==> config.mk <==
export PLATFORM = sky130hd
export DESIGN_NAME = vending_machine
export DESIGN_NICKNAME = d
export VERILOG_FILES = /design/src/rtl/vending_machine_pkg.sv /design/src/rtl/vending_machine_fsm.sv /design/src/rtl/vending_machine.sv
export SDC_FILE = /design/constraint.sdc
export NUM_CORES = 1
export LEC_CHECK = 0
export ABC_AREA = 1
export BUFFER_PORTS_ARGS = -buffer_cell sky130_fd_sc_hd__buf_2
export CAP_MARGIN = 20
export CORE_MARGIN = 2
export CORE_UTILIZATION = 45
export DETAILED_ROUTE_END_ITERATION = 7
export GPL_TIMING_DRIVEN = 0
export PLACE_DENSITY_LB_ADDON = 0.1
export SYNTH_ARGS = -nofsm -noshare
export SYNTH_HDL_FRONTEND = slang
export SYNTH_SLANG_ARGS = --single-unit
==> constraint.sdc <==
create_clock -name clk -period 3.1 [get_ports clk]
set_clock_uncertainty 0.2 [all_clocks]
set_input_delay 0.62 -clock clk [delete_from_list [all_inputs] [get_ports clk]]
set_output_delay 0.62 -clock clk [all_outputs]
set_load 0.02 [all_outputs]
==> src/rtl/vending_machine_pkg.sv <==
// Shared types and constants for the vending-machine controller.
// Optional feature macro: VENDING_MACHINE_CANCEL_EN (enables the cancel input).
package vending_machine_pkg;

  localparam int ITEM_W    = 2;
  localparam int ITEM_OH_W = 4;
  localparam int MONEY_W   = 8;

  typedef enum logic [2:0] {
    ST_IDLE     = 3'b000,
    ST_RECEIVE  = 3'b010,
    ST_DISPENSE = 3'b011,
    ST_REFUND   = 3'b100
  } state_e;

  localparam logic [2:0] COIN_5  = 3'b001;
  localparam logic [2:0] COIN_10 = 3'b010;
  localparam logic [2:0] COIN_20 = 3'b100;

  localparam logic [MONEY_W-1:0] PRICE [ITEM_OH_W] = '{8'd3, 8'd12, 8'd20, 8'd45};

  function automatic logic [MONEY_W-1:0] coin_value(input logic [2:0] code);
    logic [MONEY_W-1:0] val_s;
    case (code)
      COIN_5:  val_s = 8'd5;
      COIN_10: val_s = 8'd10;
      COIN_20: val_s = 8'd20;
      default: val_s = 8'd0;
    endcase
    return val_s;
  endfunction

  function automatic logic [MONEY_W-1:0] price_of(input logic [ITEM_W-1:0] item);
    return PRICE[item];
  endfunction

  function automatic logic [ITEM_OH_W-1:0] item_onehot(input logic [ITEM_W-1:0] item);
    return 4'b0001 << item;
  endfunction

endpackage

==> src/rtl/vending_machine_fsm.sv <==
// Transaction FSM: state register, saturating credit accumulator and item latch.
// Exposes the decision for the coming edge so the top can register the result outputs.
module vending_machine_fsm
  import vending_machine_pkg::*;
#(
  parameter int MAX_MONEY = 60
) (
  input  logic               clk,
  input  logic               reset_n,
  input  logic               start,
  input  logic               done_money,
  input  logic               cancel,
  input  logic               continue_buy,
  input  logic [ITEM_W-1:0]  item_in,
  input  logic [2:0]         money,
  output logic               dispense_next,
  output logic               refund_next,
  output logic [MONEY_W-1:0] change_next,
  output logic [ITEM_W-1:0]  item
);

  localparam logic [MONEY_W:0] MAX_MONEY_C = 9'(MAX_MONEY);

  state_e               state_r;
  logic [MONEY_W-1:0]   credit_r;
  logic [ITEM_W-1:0]    item_r;
  logic [MONEY_W:0]     sum_s;
  logic [MONEY_W-1:0]   credit_next_s;
  logic [MONEY_W-1:0]   price_s;
  logic                 cancel_s;
  logic                 end_trans_s;

`ifdef VENDING_MACHINE_CANCEL_EN
  assign cancel_s = cancel;
`else
  logic unused_cancel_s;
  assign unused_cancel_s = cancel;
  assign cancel_s        = 1'b0;
`endif

  assign end_trans_s = (state_r == ST_DISPENSE) || (state_r == ST_REFUND);
  assign item        = item_r;
  assign price_s     = price_of(item_r);

  // Saturating credit update; the 9-bit sum cannot wrap before the clamp.
  always_comb begin
    sum_s = {1'b0, credit_r} + {1'b0, coin_value(money)};
    if (sum_s > MAX_MONEY_C) begin
      credit_next_s = MAX_MONEY_C[MONEY_W-1:0];
    end else begin
      credit_next_s = sum_s[MONEY_W-1:0];
    end
  end

  // Purchase decision taken in RECEIVE; cancel outranks done_money.
  always_comb begin
    dispense_next = 1'b0;
    refund_next   = 1'b0;
    change_next   = 8'd0;
    if (state_r == ST_RECEIVE) begin
      if (cancel_s) begin
        refund_next = 1'b1;
        change_next = credit_next_s;
      end else if (done_money && (credit_next_s >= price_s)) begin
        dispense_next = 1'b1;
        change_next   = credit_next_s - price_s;
      end else if (done_money) begin
        refund_next = 1'b1;
        change_next = credit_next_s;
      end else begin
        change_next = 8'd0;
      end
    end else begin
      change_next = 8'd0;
    end
  end

  // State, credit and item latch.
  always_ff @(posedge clk or negedge reset_n) begin
    if (!reset_n) begin
      state_r  <= ST_IDLE;
      credit_r <= 8'd0;
      item_r   <= 2'd0;
    end else if (end_trans_s) begin
      credit_r <= 8'd0;
      if (continue_buy) begin
        item_r  <= item_in;
        state_r <= ST_RECEIVE;
      end else begin
        state_r <= ST_IDLE;
      end
    end else begin
      case (state_r)
        ST_IDLE: begin
          if (start) begin
            item_r   <= item_in;
            credit_r <= 8'd0;
            state_r  <= ST_RECEIVE;
          end else begin
            state_r <= ST_IDLE;
          end
        end
        ST_RECEIVE: begin
          credit_r <= credit_next_s;
          if (refund_next) begin
            state_r <= ST_REFUND;
          end else if (dispense_next) begin
            state_r <= ST_DISPENSE;
          end else begin
            state_r <= ST_RECEIVE;
          end
        end
        default: begin
          credit_r <= 8'd0;
          state_r  <= ST_IDLE;
        end
      endcase
    end
  end

endmodule

==> src/rtl/vending_machine.sv <==
// Vending-machine controller top: FSM instance plus registered result outputs.
// Optional feature macro: VENDING_MACHINE_CANCEL_EN (enables the cancel input).
module vending_machine
  import vending_machine_pkg::*;
#(
  parameter int MAX_MONEY = 60
) (
  input  logic                 clk,
  input  logic                 reset_n,
  input  logic                 start,
  input  logic                 done_money,
  input  logic                 cancel,
  input  logic                 continue_buy,
  input  logic [ITEM_W-1:0]    item_in,
  input  logic [2:0]           money,
  output logic                 done,
  output logic [ITEM_OH_W-1:0] item_out,
  output logic [MONEY_W-1:0]   change
);

  logic               dispense_next_s;
  logic               refund_next_s;
  logic [MONEY_W-1:0] change_next_s;
  logic [ITEM_W-1:0]  item_s;

  vending_machine_fsm #(.MAX_MONEY(MAX_MONEY)) U1 (
    .clk          (clk),
    .reset_n      (reset_n),
    .start        (start),
    .done_money   (done_money),
    .cancel       (cancel),
    .continue_buy (continue_buy),
    .item_in      (item_in),
    .money        (money),
    .dispense_next(dispense_next_s),
    .refund_next  (refund_next_s),
    .change_next  (change_next_s),
    .item         (item_s)
  );

  // Result registers load on the same edge the FSM enters DISPENSE/REFUND.
  always_ff @(posedge clk or negedge reset_n) begin
    if (!reset_n) begin
      done     <= 1'b0;
      item_out <= 4'b0000;
      change   <= 8'd0;
    end else begin
      done     <= dispense_next_s;
      item_out <= dispense_next_s ? item_onehot(item_s) : 4'b0000;
      change   <= (dispense_next_s || refund_next_s) ? change_next_s : 8'd0;
    end
  end

endmodule

==> run metrics <==
CTS Sinks=26; WL final=4330 um; fin nets=311; vias=1617; Synth cell types=30; Power Density=1040 mW/mm2; CP Max Fanout=7; Setup TNS Final=-6970 ps; fin crit share=116%; initial antenna violation count=0; Reg area=651 um2; Worst-Margin Slew=658 ps; Multi-input gate area=0.00121 mm2; WL met1=2010 um; Mapped Area=0.00179 mm2; TritonCTS Buffers=3; clock period minus worst slack=3600 ps; slew margin rel.=55.7%; YS warnings=0; crit end category=flip-flop; row cnt=22; Synth Register Bits=26; Layout area overhead=40.5%; total chip power=2.62 mW; first drt pass iteration count=4; Worst-path clk slew=90 ps; maximum VDD drop=0.000741 V; f_max=277 MHz; hold bufs inserted after CTS=0; first-pass GRT wire length=7040 um; critical path type=input port to flip-flop; critical path data arrival time=3620 ps; total core area=0.00374 mm2; HPWL Detailed=2840 um; Final WS setup=-504 ps; number of max-cap violations=0; switching pwr=1.18 mW; met2 routed WL=2000 um; DIE HEIGHT=67.1 um; Clock power frac=10.6%; H-tree Lvls=1; CTS tree=built; drc violations=0; gpl congestion=0.833; Root Driver=clkbuf_8; largest net degree at the start of global routing=27; total gr overflow=0; static leakage=1.34 nW; layout cells sized above 1=41.1%; clk_lat worst skew=270 ps; startpoint types=input port; worst hold path type=input port to async pin; outcome=complete, but fails checks; clock buffer depth=2; IO Pins=24; pre-CTS setup slack=-1230 ps; RSZ-0062 raised after global routing=true; setup violators final=16; Sw Share=45.0%; number of DRC markers in iteration 0=48; WP data required=3120 ps; DR WL/cell=13.1 um; synthesized instance count=228; post-synth net total=256; Sequential Power Share=19.1%; Syn Area/Cell=7.86 um2; Met3 Wirelength=224 um; Top Layer Used=met4; Die X=67.1 um; DIE AREA=0.00451 mm2; Hold Fails Final Rpt=0; Final Max Tran Viols=0; R2R Setup Slk=-240 ps; failing checks=negative setup slack; Seq/Total Area, Yosys=36.3%; IO Port Bufs=22; fill cell count=310; antenna-violating nets left=0; vias per cell=4.90; total track usage=20.9%; Comb pwr share=70.3%; Starting Density=47.9%; number of global-route vias before repair=1575; internal power=1.44 mW; # diodes=0
cell usage in the layout (no fill, tap or decap), drive strengths merged, types with 2 or more instances in the layout:
| master | count |
|---|---|
| a21oi | 11 |
| clkbuf | 3 |
| ha | 15 |
| nand3b | 4 |
| o21ai | 7 |
| nand2 | 60 |
| nand4 | 4 |
| or2 | 2 |
| buf | 50 |
| inv | 41 |
| o21bai | 2 |
| fa | 2 |
| nor3 | 3 |
| dfrtp | 26 |
| nor2 | 28 |
| nand3 | 16 |
| xnor2 | 2 |
cells by family after synthesis:
family / Yosys count / synth area share, %
flops: 26 / 36.3
compound gates: 22 / 6.98
xor+xnor: 3 / 1.47
fa+ha+maj: 17 / 12.7
buf+inv: 42 / 8.79
simple gates: 118 / 33.8
power by group through the flow:
stage,clock (mW),combinational [mW],sequential [mW]
2_1_floorplan,0,0.882,0.550
3_3_place_gp,0,1.19,0.502
3_5_place_dp,0,1.21,0.503
4_1_cts,0.287,1.62,0.498
5_1_grt,0.296,2.01,0.514
6_report,0.278,1.84,0.501
synth_stat cells (all sizes together):
cell,instances,area [um2]
clkinv,1,3.75
and3,1,6.26
xor2,1,8.76
ha,15,188
nor3,3,15.0
nand3b,4,30.0
fa,2,40.0
or2,2,12.5
a22o,1,8.76
xnor2,2,17.5
o21ai,7,38.8
nand2,60,250
o211ai,1,7.51
nand4,4,25.0
o21bai,2,15.0
inv,41,154
a21oi,11,55.1
nor2,28,159
dfrtp,26,651
nand3,16,108
flip-flops by register name, indices dropped and copies added, names as in the netlist:
register     count
U1.credit_r      8
change           8
item_out         4
U1.state_r       3
U1.item          2
done             1
layout make-up:
class	instances	share of cell area (%)
clock buffers	3	1.64
repair buffers	50	14.0
multi-input cells	160	48.0
well taps	48	2.38
inverters	42	7.00
clock inverters	1	1.19
flip-flops and latches	26	25.8
worst max-delay path, cell delays in order:
cell,delay (ps)
buf_12,110
inv_16,60
nand2_8,50
nor2_4,120
ha_4,140
inv_2,30
fa_2,550
inv_2,50
nor2_2,70
nor2_1,50
nand3_1,70
nor2_2,40
nand2_2,80
nand2_4,80
nor2_4,100
inv_2,50
ha_4,150
fa_2,370
nand3b_1,180
nand3_2,130
nand2_4,90
nor2_4,150
inv_4,80
nor2_2,100
nand2_1,50
nand2_1,50
layer usage:
metal,vias up,global-route usage [%]
met4,0,5.87
met5,-,0
met2,42,33.3
met3,11,4.56
met1,740,28.4
li1,824,-
worst paths after layout:
| kind | start | cells after the start | to |
|---|---|---|---|
| setup reg to reg | U1.credit_r[0] | 22 | change[5] |
| max in group asynchronous | reset_n | 1 | U1.credit_r[1] |
| min in group clk | U1.credit_r[7] | 2 | U1.credit_r[7] |
| hold / removal | reset_n | 1 | U1.credit_r[6] |
| hold reg to reg | U1.credit_r[7] | 2 | U1.credit_r[7] |
| setup / recovery | money[1] | 26 | change[5] |
through the flow:
step | cell area [um2] | util [%] | hold WS [ps] | instances
finish | 2520 | 67.3 | 131 | 330
detailed placement | 2000 | 53.3 | 281 | 298
global route | 2520 | 67.3 | 176 | 330
floorplan | 1830 | - | 124 | 228
CTS | 2390 | 64.0 | 151 | 326
global placement | 2000 | 53.3 | 276 | 298
repair_timing:
item	4_1_cts	5_1_grt
endpoints found under the setup margin	16	16
resized for setup	30	23
pin swaps	21	23
setup buffers	24	6
cloned	0	0
No activity file was read; power rests on OpenSTA's default activity.
